==> src/rtl/i2c_txn_arbiter.sv <==
// Round-robin arbiter that shares one byte-level I2C register-access master
// between several clients, with per-transaction completion status and timeout abort.
module i2c_txn_arbiter #(
    parameter int NumRequesters = 2,
    parameter int TimeoutCycles = 1000000
) (
    input  logic                              clk,
    input  logic                              reset,
    input  logic [NumRequesters-1:0]          req_valid,
    input  logic [NumRequesters-1:0]          req_rw,
    input  logic [7*NumRequesters-1:0]        req_dev,
    input  logic [8*NumRequesters-1:0]        req_reg,
    input  logic [8*NumRequesters-1:0]        req_wdata,
    output logic [NumRequesters-1:0]          req_done,
    output logic [7:0]                        rsp_rdata,
    output logic                              rsp_nack,
    output logic                              rsp_timeout,
    output logic                              busy,
    output logic [$clog2(NumRequesters)-1:0]  grant,
    output logic                              txn_valid,
    input  logic                              txn_ready,
    output logic                              txn_rw,
    output logic [6:0]                        txn_dev,
    output logic [7:0]                        txn_reg,
    output logic [7:0]                        txn_wdata,
    input  logic                              txn_done,
    input  logic [7:0]                        txn_rdata,
    input  logic                              txn_nack,
    output logic                              txn_abort
);

    localparam int GW = $clog2(NumRequesters);
    localparam int CW = $clog2(TimeoutCycles);
    // Abort fires on the edge where the counter would reach TimeoutCycles-1.
    localparam logic [CW-1:0] CntLast = CW'(TimeoutCycles - 2);

    typedef enum logic [1:0] {IDLE, ISSUE, WAIT, DONE} state_t;

    state_t                  state_r, state_nx;
    logic [GW-1:0]           rr_r, rr_nx, grant_nx, pick, cand;
    logic [CW-1:0]           cnt_r, cnt_nx;
    logic                    found, hit;
    int                      scan_idx;
    logic                    sel_rw;
    logic [6:0]              sel_dev;
    logic [7:0]              sel_reg, sel_wdata;
    logic [NumRequesters-1:0] req_done_nx;
    logic [7:0]              rsp_rdata_nx;
    logic                    rsp_nack_nx, rsp_timeout_nx, busy_nx;
    logic                    txn_valid_nx, txn_rw_nx, txn_abort_nx;
    logic [6:0]              txn_dev_nx;
    logic [7:0]              txn_reg_nx, txn_wdata_nx;

    // Round-robin scan starting just after the last served client.
    always_comb begin
        found    = 1'b0;
        pick     = rr_r;
        scan_idx = 0;
        cand     = '0;
        hit      = 1'b0;
        for (int i = 1; i <= NumRequesters; i++) begin
            scan_idx = int'(rr_r) + i;
            scan_idx = (scan_idx >= NumRequesters) ? scan_idx - NumRequesters : scan_idx;
            cand     = GW'(scan_idx);
            hit      = ~found & req_valid[cand];
            pick     = hit ? cand : pick;
            found    = found | hit;
        end
    end

    // Request field mux for the winning client.
    always_comb begin
        sel_rw    = 1'b0;
        sel_dev   = 7'd0;
        sel_reg   = 8'd0;
        sel_wdata = 8'd0;
        for (int i = 0; i < NumRequesters; i++) begin
            sel_rw    = sel_rw | (req_rw[i] & (pick == GW'(i)));
            sel_dev   = sel_dev | (req_dev[7*i +: 7] & {7{pick == GW'(i)}});
            sel_reg   = sel_reg | (req_reg[8*i +: 8] & {8{pick == GW'(i)}});
            sel_wdata = sel_wdata | (req_wdata[8*i +: 8] & {8{pick == GW'(i)}});
        end
    end

    // Next-state and next-output logic.
    always_comb begin
        state_nx       = state_r;
        rr_nx          = rr_r;
        grant_nx       = grant;
        cnt_nx         = cnt_r;
        txn_valid_nx   = txn_valid;
        txn_rw_nx      = txn_rw;
        txn_dev_nx     = txn_dev;
        txn_reg_nx     = txn_reg;
        txn_wdata_nx   = txn_wdata;
        txn_abort_nx   = 1'b0;
        req_done_nx    = '0;
        rsp_rdata_nx   = rsp_rdata;
        rsp_nack_nx    = rsp_nack;
        rsp_timeout_nx = rsp_timeout;
        case (state_r)
            IDLE: begin
                if (found) begin
                    state_nx     = ISSUE;
                    grant_nx     = pick;
                    txn_valid_nx = 1'b1;
                    txn_rw_nx    = sel_rw;
                    txn_dev_nx   = sel_dev;
                    txn_reg_nx   = sel_reg;
                    txn_wdata_nx = sel_wdata;
                end else begin
                    state_nx = IDLE;
                end
            end
            ISSUE: begin
                if (txn_valid && txn_ready) begin
                    state_nx     = WAIT;
                    cnt_nx       = '0;
                    txn_valid_nx = 1'b0;
                end else begin
                    state_nx = ISSUE;
                end
            end
            WAIT: begin
                if (txn_done) begin
                    state_nx       = DONE;
                    req_done_nx    = {{(NumRequesters-1){1'b0}}, 1'b1} << grant;
                    rsp_rdata_nx   = txn_rw ? txn_rdata : 8'h00;
                    rsp_nack_nx    = txn_nack;
                    rsp_timeout_nx = 1'b0;
                end else if (cnt_r == CntLast) begin
                    state_nx       = DONE;
                    txn_abort_nx   = 1'b1;
                    req_done_nx    = {{(NumRequesters-1){1'b0}}, 1'b1} << grant;
                    rsp_rdata_nx   = 8'h00;
                    rsp_nack_nx    = 1'b0;
                    rsp_timeout_nx = 1'b1;
                end else begin
                    cnt_nx = cnt_r + CW'(1);
                end
            end
            DONE: begin
                rr_nx    = grant;
                state_nx = IDLE;
            end
            default: begin
                state_nx = IDLE;
            end
        endcase
        busy_nx = (state_nx != IDLE);
    end

    // State and registered outputs.
    always_ff @(posedge clk or posedge reset) begin
        if (reset) begin
            state_r     <= IDLE;
            rr_r        <= GW'(NumRequesters - 1);
            cnt_r       <= '0;
            grant       <= '0;
            busy        <= 1'b0;
            txn_valid   <= 1'b0;
            txn_rw      <= 1'b0;
            txn_dev     <= 7'd0;
            txn_reg     <= 8'd0;
            txn_wdata   <= 8'd0;
            txn_abort   <= 1'b0;
            req_done    <= '0;
            rsp_rdata   <= 8'd0;
            rsp_nack    <= 1'b0;
            rsp_timeout <= 1'b0;
        end else begin
            state_r     <= state_nx;
            rr_r        <= rr_nx;
            cnt_r       <= cnt_nx;
            grant       <= grant_nx;
            busy        <= busy_nx;
            txn_valid   <= txn_valid_nx;
            txn_rw      <= txn_rw_nx;
            txn_dev     <= txn_dev_nx;
            txn_reg     <= txn_reg_nx;
            txn_wdata   <= txn_wdata_nx;
            txn_abort   <= txn_abort_nx;
            req_done    <= req_done_nx;
            rsp_rdata   <= rsp_rdata_nx;
            rsp_nack    <= rsp_nack_nx;
            rsp_timeout <= rsp_timeout_nx;
        end
    end

endmodule

==> config.mk <==
export PLATFORM = sky130hd
export DESIGN_NAME = i2c_txn_arbiter
export DESIGN_NICKNAME = d
export VERILOG_FILES = /design/src/rtl/i2c_txn_arbiter.sv
export SDC_FILE = /design/constraint.sdc
export NUM_CORES = 1
export LEC_CHECK = 0
export ABC_CLOCK_PERIOD_IN_PS = 2930
export BUFFER_PORTS_ARGS = -buffer_cell sky130_fd_sc_hd__buf_4
export CORE_MARGIN = 5
export CORE_UTILIZATION = 54
export DETAILED_ROUTE_END_ITERATION = 8
export PLACE_DENSITY = 0.85
export SYNTH_ARGS = -nofsm -noshare
export SYNTH_HDL_FRONTEND = slang
export SYNTH_SLANG_ARGS = --single-unit
==> constraint.sdc <==
create_clock -name clk -period 2.93 [get_ports clk]
set_clock_uncertainty 0.05 [all_clocks]
set_input_delay 0.293 -clock clk [delete_from_list [all_inputs] [get_ports clk]]
set_output_delay 0.293 -clock clk [all_outputs]
set_load 0.02 [all_outputs]
**Word-level counts from Yosys, hierarchy flattened**

Index checks and enable logic that the tools add are counted.

- Register bits: 63
- Output and inout port bits: 40
- Word-level logic and storage cells: 92

- Add/sub/neg operators: 5
- Magnitude comparators: 4
- Eq/ne operators: 8
- Shift operators: 1
- Mux-type cells: 33
- Bitwise operators: 16
- Reductions and logical operators: 10

Operator list:

| kind | number |
|---|---|
| 20-bit two-way mux | 3 |
| 20-bit one-hot mux with 2 select lines | 1 |
| 8-bit AND | 4 |
| 8-bit two-way mux | 3 |
| 20-bit by 1-bit adder with 20-bit output (second input constant) | 1 |
| 20-bit equality test (second input constant) | 1 |
| 1-bit two-way mux | 18 |
| 8-bit bitwise OR | 2 |
| 7-bit AND | 2 |
| 2-bit two-way mux | 6 |
| 2-bit inequality test (second input constant) | 4 |
| 2-bit one-hot mux with 4 select lines | 1 |
| 2-bit nonzero test | 4 |
| 7-bit bitwise OR | 1 |
| 2-bit equality test (second input constant) | 2 |
| 1-bit by 2-bit < comparator with 1-bit output (second input constant) | 2 |
| 2-bit AND reduction | 2 |
| 4-bit AND reduction | 1 |
| 1-bit by 2-bit adder with 3-bit output (second input constant) | 1 |
| 1-bit AND | 3 |
| 3-bit by 2-bit >= comparator with 1-bit output (second input constant) | 1 |
| 3-bit AND reduction | 1 |
| 1-bit by 1-bit adder with 2-bit output (second input constant) | 1 |
| 2-bit by 1-bit equality test with 1-bit output (second input constant) | 1 |
| other kinds (8) | 11 |

**Depth between registers and ports, before layout**

Gate-level depths: netlist (run 1).

- Word-level depth: 11
- Gate-level depth with buffers: 8
- Mapped depth without buffers: 7

**Worst setup path before layout (run 1)**

No wires, ideal clock.

- Path kind: register -> register
- Start: reg cnt_r[0]
- End: reg cnt_r[5]
- Setup time: 78 ps
- Data arrival time: 1674 ps
- Data required time: 2802 ps
- Slack: 1128 ps
- Cell stages (with the launch flop): 9
- Clock period less this slack: 1802 ps
- Path through: dfrtp_1 inv_1 ha_1 nor4b_1 and3_1 and3b_1 clkbuf_2 or3_1 a21oi_1

- Cells in the longest elaborated chain, start to end: 4
- Elaborated cells between the ends (all ways): 7
- Those cells by class: add/sub: 1; eq/ne: 2; mux: 3; reduce/logical: 1

RTL lines:

| element | RTL line | source |
|---|---|---|
| start: declaration | 41 | `logic [CW-1:0] cnt_r, cnt_nx;` |
| start signal: assignment | 174 | `cnt_r <= cnt_nx;` |
| 20-bit by 1-bit adder with 20-bit output | 139 | `cnt_nx = cnt_r + CW'(1);` |
| 20-bit two-way mux | 131 | `end else if (cnt_r == CntLast) begin` |
| 20-bit two-way mux | 125 | `if (txn_done) begin` |
| 20-bit one-hot mux with 2 select lines | 101 | `case (state_r)` |

Several ways; a longest one is shown, not always the timed one. The select of a mux whose other input is x is not followed.
A chain may end at the register's enable or synchronous reset.

**Worst setup path in the final report (run 1)**

- Start: reg state_r[0]
- End: reg cnt_r[18]

- Cells in the longest elaborated chain, start to end: 3
- Elaborated cells between the ends (all ways): 8
- Those cells by class: eq/ne: 5; mux: 1; reduce/logical: 2

RTL lines:

| element | RTL line | source |
|---|---|---|
| start: declaration | 39 | `state_t state_r, state_nx;` |
| start signal: assignment | 172 | `state_r <= state_nx;` |
| 2-bit equality test / 2-bit by 1-bit equality test with 1-bit output (equally long branches) | 101 |  |
| 2-bit inequality test (no source line) / 2-bit nonzero test (equally long branches) | n/a |  |
| 4-bit AND reduction (no source line) | n/a |  |

Several ways; a longest one is shown, not always the timed one.

==> flow_summary_export.csv, run 1 <==
group,metric,value,unit
worst_hold_path,whs_path_depth,2,
timing,slew_headroom,54.01,%
outcome,status,"complete, no violations",
cells_and_area,drive_above_1_share,32.74,%
die,die-area,7044,um^2
placement,dp_slack,0.7792,ns
job,drv_cap,0,
setup_path,worstReg2RegEnd,"cnt_r[18]$_DFFE_PP0P_",
setup_path,end_kind,"flip-flop",
clock_tree,h-tree-depth,3,
placement,place_congestion,0.8173,
logic_synthesis,synth_enable_flop_cells,0,
clock_tree,cts_made_buffers,9,
global_routing,antenna_found_initial,0,
setup_path,cp.required,3.09,ns
route,drc,0,
clock_tree,clk_latency,0.34,ns
setup_path,slowest_delay,0.61,ns
die,core_area,5405,um^2
logic_synthesis,synth_seq_cells,63,
timing,finalCriticalPeriod,2.207,ns
timing,tightest_slew,0.6899,ns
logic_synthesis,yosysSeqAreaShare,53.45,%
placement,post-dp-hpwl,5456,um
route,drt_first_iter_violations,133,
setup_path,r2r_cells,5,
cells_and_area,mostFrequentLayoutCells,"buf_4 (107), dfrtp_1 (62), nor2_1 (40), a21oi_1 (38), mux2i_1 (24)",
route,wl_per_cell,15.73,um
die,num_rows,27,
clock_tree,clockBufferDepth,2,
global_routing,grt_pass1_vias,2652,
global_routing,grt_max_degree,58,
global_routing,grt_first_pass_wirelength,12590,um
die,pin_count,103,
global_routing,grt_util_all_layers,22.42,%
worst_hold_path,hold_path.startpoint,"txn_rdata[2]",
cells_and_area,synthToLayoutAreaGrowth,35.35,%
cells_and_area,antennaDiodeCount,0,
logic_synthesis,synth-async-reset-ratio,100.0,%
timing,finalHoldViolations,0,
route,antenna_left,0,
cells_and_area,nFillCells,381,
timing,fin_ws,0.7234,ns
placement,io_buffers,102,
setup_path,cp_slowest_cell,"and4b_2",
timing,post-route-period-util,75.31,%
logic_synthesis,yosys_warnings,0,
clock_tree,post_cts_buffers,0,
clock_tree,tritoncts,"built",
cells_and_area,largest_reg_flops,20,
logic_synthesis,ys.flop_type,"dfrtp_1",
setup_path,worst-path-max-fanout,21,
setup_path,r2r_setup_slack,0.72,ns
setup_path,setup.worst_path.class,"reg2reg",
route,vias,2552,
cells_and_area,fin_nets,454,
setup_path,r2r_start,"state_r[0]$_DFF_PP0_",
logic_synthesis,synth_cell_types,41,
clock_tree,ctsRootBufferMaster,"clkbuf_8",
setup_path,cp-start-kind,"flip-flop",
route,avgViaCountPerCell,5.476,
cells_and_area,regMostFlops,"cnt_r",
worst_hold_path,hold_path_class,"in2reg",
timing,setup_tns,0,ns
global_routing,grt_overflow,0,
setup_path,worstPathArrival,2.36,ns
logic_synthesis,synth_nets,349,
timing,max_freq,0.4532,GHz
route,routed_wl,7329,um
die,die_y,83.93,um
setup_path,crit_buf_inv,0,
route,drt_pre_antenna_iters,4,
setup_path,crit_chain,"and4b_2 -> o2111ai_4 -> nor4_1 -> xnor2_1 -> nor2_1",
cells_and_area,final_common_cell,"buf_4",
pwr,total_leakage_power,1.884,nW
timing,rsz0062_at_grt,"false",
pwr,cellPowerDensity,920.6,nW/um^2
timing,slew_violations,0,
worst_hold_path,min_to,"rsp_rdata[2]$_DFFE_PP0P_",
die,fp.dieW,83.93,um
timing,setup_viol,0,
pwr,ir_worst_vdd,504.0,uV
logic_synthesis,synthCells,284,
logic_synthesis,avgSynthCellArea,10.39,um^2
setup_path,cp_top_family,"simple AND/OR/NAND/NOR gates",
logic_synthesis,synth_area,2952,um^2
die,initial_core_util,54.61,%
clock_tree,path_clk_slew,0.07,ns
clock_tree,cts.sinks,63,
[cell usage after synthesis, types with 3 or more instances]
library cell / n / share of area (%)
mux2i_1: 24 / 8.1
or3_1: 11 / 2.3
nor2_1: 40 / 5.1
dfrtp_1: 62 / 53
a22o_1: 8 / 2.4
and3_1: 4 / 0.85
and2_1: 4 / 0.85
nand2_1: 16 / 2.0
nand3_1: 6 / 1.0
buf_2: 3 / 0.51
clkbuf_1: 7 / 0.89
nor4_1: 3 / 0.64
nor3_1: 4 / 0.68
inv_1: 5 / 0.64
xnor2_1: 6 / 1.8
o21ai_0: 12 / 2.0
a21oi_1: 38 / 6.4
[final cells by class]
type	instances	area [um^2]	share of cell area (%)
multi-input cells	202	1296	32.45
flip-flops and latches	63	1578	39.49
repair buffers	108	813.3	20.36
clock buffers	12	145.1	3.633
clock inverters	4	53.80	1.347
inverters	5	18.77	0.4698
well taps	72	90.09	2.255
[cell families after synthesis]
logic type      count (synthesis)  share of synthesized area [%]
compound gates                 67                          14.37
flops                          63                          53.46
mux                            25                          8.605
fa+ha+maj                       2                         0.8477
xor+xnor                        8                          2.374
simple gates                  100                          17.25
buf+inv                        19                          3.094
[through the flow]
step                util, %  instances  total power, mW  hold slack, ns  area (um^2)
floorplan                 -        284            2.289          0.3088         2952
global placement      70.05        449            2.889          0.1380         3786
detailed placement    70.05        449            2.943          0.1451         3786
CTS                   73.91        466            3.702          0.1093         3995
global route          73.91        466            3.916          0.1066         3995
finish                73.91        466            3.678          0.1170         3995
[power by group]
part | internal [mW] | switching (mW) | leakage (nW)
sequential | 1.16 | 0.211 | 0.780
combinational | 0.672 | 0.876 | 1.01
clock | 0.420 | 0.336 | 0.0932
total | 2.26 | 1.42 | 1.88
[worst max-delay path by stage]
| stage | slack [ns] | cells after the start | from | end |
|---|---|---|---|---|
| after floorplan | 1.02 | 1 | reset | busy$_DFF_PP0_ |
| after global placement | 0.86 | 5 | state_r[0]$_DFF_PP0_ | cnt_r[17]$_DFFE_PP0P_ |
| after detailed placement | 0.78 | 5 | state_r[0]$_DFF_PP0_ | cnt_r[18]$_DFFE_PP0P_ |
| after CTS | 0.74 | 5 | state_r[0]$_DFF_PP0_ | cnt_r[18]$_DFFE_PP0P_ |
| after global routing | 0.60 | 5 | state_r[0]$_DFF_PP0_ | cnt_r[19]$_DFFE_PP0P_ |
| final | 0.72 | 5 | state_r[0]$_DFF_PP0_ | cnt_r[18]$_DFFE_PP0P_ |
[per-layer routing]
layer,global-route usage [%],up-vias,wire length [um]
met3,7.799,14,591
met4,9.064,0,116
li1,-,1227,-
met2,36.30,92,3626
met1,27.35,1219,2995
met5,0,-,0
[what timing repair did]
item,CTS,global route
endpoints found under the hold margin,6,0
hold buffers,1,0
gates resized for setup,0,0
Note: power is estimated with default switching activity, not from simulation.
==> run 2, diff against run 1 <==
==> config.mk (replaced) <==
export PLATFORM = sky130hd
export DESIGN_NAME = i2c_txn_arbiter
export DESIGN_NICKNAME = d
export VERILOG_FILES = /design/src/rtl/i2c_txn_arbiter.sv
export SDC_FILE = /design/constraint.sdc
export NUM_CORES = 1
export LEC_CHECK = 0
export ABC_CLOCK_PERIOD_IN_PS = 2150
export BUFFER_PORTS_ARGS = -buffer_cell sky130_fd_sc_hd__buf_4
export CORE_MARGIN = 5
export CORE_UTILIZATION = 50
export DETAILED_ROUTE_END_ITERATION = 8
export PLACE_DENSITY = 0.8
export SYNTH_ARGS = -nofsm -noshare
export SYNTH_HDL_FRONTEND = slang
export SYNTH_SLANG_ARGS = --single-unit
==> constraint.sdc (replaced) <==
create_clock -name clk -period 2.15 [get_ports clk]
set_clock_uncertainty 0.05 [all_clocks]
set_input_delay 0.215 -clock clk [delete_from_list [all_inputs] [get_ports clk]]
set_output_delay 0.215 -clock clk [all_outputs]
set_load 0.02 [all_outputs]
==> flow_summary_export.csv, run 2 (same netlist as run 1, synthesis figures left out) <==
group,metric,value,unit
timing,fin_ws,0.2172,ns
timing,tightest_slew,0.4879,ns
die,fp.dieW,86.83,um
timing,slew_headroom,67.48,%
global_routing,grt_pass1_vias,2667,
clock_tree,clk_latency,0.34,ns
cells_and_area,regArea,1578,um^2
cells_and_area,fin_nets,458,
outcome,status,"complete, no violations",
placement,place_congestion,0.8083,
timing,max_freq,0.5174,GHz
cells_and_area,largest_reg_flops,20,
pwr,total_leakage_power,1.916,nW
global_routing,grt_max_degree,54,
pwr,power,5.025,mW
route,drc,0,
setup_path,worst-path-max-fanout,12,
route,antenna_left,0,
cells_and_area,multi_input_area,1303,um^2
global_routing,grt_first_pass_wirelength,12500,um
cells_and_area,final_common_cell,"buf_4",
setup_path,cp_slowest_cell,"dfrtp_1",
setup_path,cp-start-kind,"flip-flop",
timing,rsz0062_at_grt,"false",
setup_path,crit_start,"cnt_r[0]$_DFFE_PP0P_",
clock_tree,clockBufferDepth,2,
timing,setup_tns,0,ns
die,initial_core_util,50.75,%
die,die_y,86.83,um
die,core_area,5816,um^2
die,num_rows,28,
cells_and_area,final_cell_area,4046,um^2
cells_and_area,drive_above_1_share,33.75,%
cells_and_area,nFillCells,458,
route,routed_wl,7355,um
global_routing,antenna_found_initial,0,
clock_tree,h-tree-depth,3,
pwr,p_comb_share,42.1,%
setup_path,end_kind,"flip-flop",
route,drt_first_iter_violations,159,
placement,dp_slack,0.2350,ns
route,wl_per_cell,15.58,um
clock_tree,post_cts_buffers,0,
setup_path,crit_chain,"inv_1 -> ha_1 -> nor4b_2 -> and3_1 -> and3b_1 -> or3_1 -> a21oi_1",
timing,slew_violations,0,
global_routing,grt_overflow,0,
setup_path,setup.worst_path.class,"reg2reg",
setup_path,r2r_start,"cnt_r[0]$_DFFE_PP0P_",
timing,setup_viol,0,
timing,finalHoldWorstSlack,0.04223,ns
pwr,seqPwrFrac,37.4,%
placement,dpl_cell_area,3832,um^2
setup_path,cp.required,2.36,ns
timing,finalCriticalPeriod,1.933,ns
worst_hold_path,hold_path.startpoint,"txn_rdata[3]",
clock_tree,ctsRootBufferMaster,"clkbuf_8",
route,vias,2504,
setup_path,slowest_delay,0.40,ns
clock_tree,cts_made_buffers,9,
route,drt_pre_antenna_iters,4,
pwr,p_int,3.104,mW
pwr,ir_worst_vdd,803.3,uV
setup_path,r2r_setup_slack,0.22,ns
pwr,cellPowerDensity,1242,nW/um^2
cells_and_area,antennaDiodeCount,0,
die,die-area,7539,um^2
setup_path,worstReg2RegEnd,"cnt_r[2]$_DFFE_PP0P_",
worst_hold_path,min_to,"rsp_rdata[3]$_DFFE_PP0P_",
clock_tree,tritoncts,"built",
clock_tree,cts.sinks,63,
pwr,clkPwrFrac,20.5,%
clock_tree,path_clk_slew,0.06,ns
pwr,p_sw_share,38.24,%
cells_and_area,mostFrequentLayoutCells,"buf_4 (110), dfrtp_1 (62), nor2_1 (40), a21oi_1 (38), mux2i_1 (24)",
die,pin_count,103,
setup_path,worstPathArrival,2.15,ns
timing,post-route-period-util,89.90,%
route,avgViaCountPerCell,5.305,
worst_hold_path,hold_path_class,"in2reg",
cells_and_area,synthToLayoutAreaGrowth,37.09,%
timing,finalHoldViolations,0,
setup_path,r2r_cells,7,
pwr,power.switching,1.922,mW
job,drv_cap,0,
global_routing,grt_util_all_layers,21.37,%
worst_hold_path,whs_path_depth,2,
placement,io_buffers,102,
placement,post-dp-hpwl,5470,um
cells_and_area,regMostFlops,"cnt_r",
-- run 2: cell types whose count changed in the layout (fill, tap and decap cells not counted) --
cell        before  now
clkbuf_8        10   11
clkbuf_1         2    1
nor4b_2          0    1
buf_12           0    1
inv_6            1    0
buf_4          107  110
clkinv_2         0    1
nor4b_1          2    1
clkinvlp_4       2    1
-- run 2: timing repair --
item | CTS | global route
hold buffers | 1 | 0
endpoints found under the hold margin | 18 | 0
resized for setup | 0 | 1
endpoints found under the setup margin | 0 | 3
-- run 2: power groups by stage --
stage          sequential [mW]  combinational (mW)  clock (mW)
6_report                  1.88                2.12        1.03
3_3_place_gp              1.87                2.07           0
5_1_grt                   1.93                2.32        1.10
3_5_place_dp              1.88                2.13           0
2_1_floorplan             2.23               0.891           0
4_1_cts                   1.88                2.14        1.05
-- run 2: per-layer routing --
layer	up-vias	share of wire [%]	global-route usage, %
li1	1230	-	-
met1	1161	41	25.68
met2	101	48	35.20
met3	12	9.5	8.080
met4	0	1.6	7.224
met5	-	0	0
-- run 2: worst max path at each step --
stage	endpoint	slack (ns)
floorplan	busy$_DFF_PP0_	0.32
global placement	cnt_r[19]$_DFFE_PP0P_	0.30
detailed placement	rsp_rdata[5]$_DFFE_PP0P_	0.24
CTS	rsp_rdata[5]$_DFFE_PP0P_	0.22
global route	cnt_r[17]$_DFFE_PP0P_	0.10
finish	cnt_r[2]$_DFFE_PP0P_	0.22
-- run 2: cell type report --
type,count,share of cell area [%]
sequential,63,38.99
tap,75,2.319
clock inverter,3,1.051
inverter,5,0.4638
multi-input combinational,202,32.19
clock buffer,12,3.834
timing repair buffer,112,21.15
-- run 2: worst max-delay path: cells and delay by family (launching register included) --
family                     cells  cell delay, ns
and+or+nand+nor                4            0.99
DFF                            1            0.40
adders and majority gates      1            0.19
AOI/OAI and AO/OA              1            0.15
buffers and inverters          1            0.08
-- run 2: stage by stage --
step,instances,utilization (%)
2_1_floorplan,284,-
3_3_place_gp,456,65.90
3_5_place_dp,456,65.90
4_1_cts,472,69.47
5_1_grt,472,69.58
6_report,472,69.58
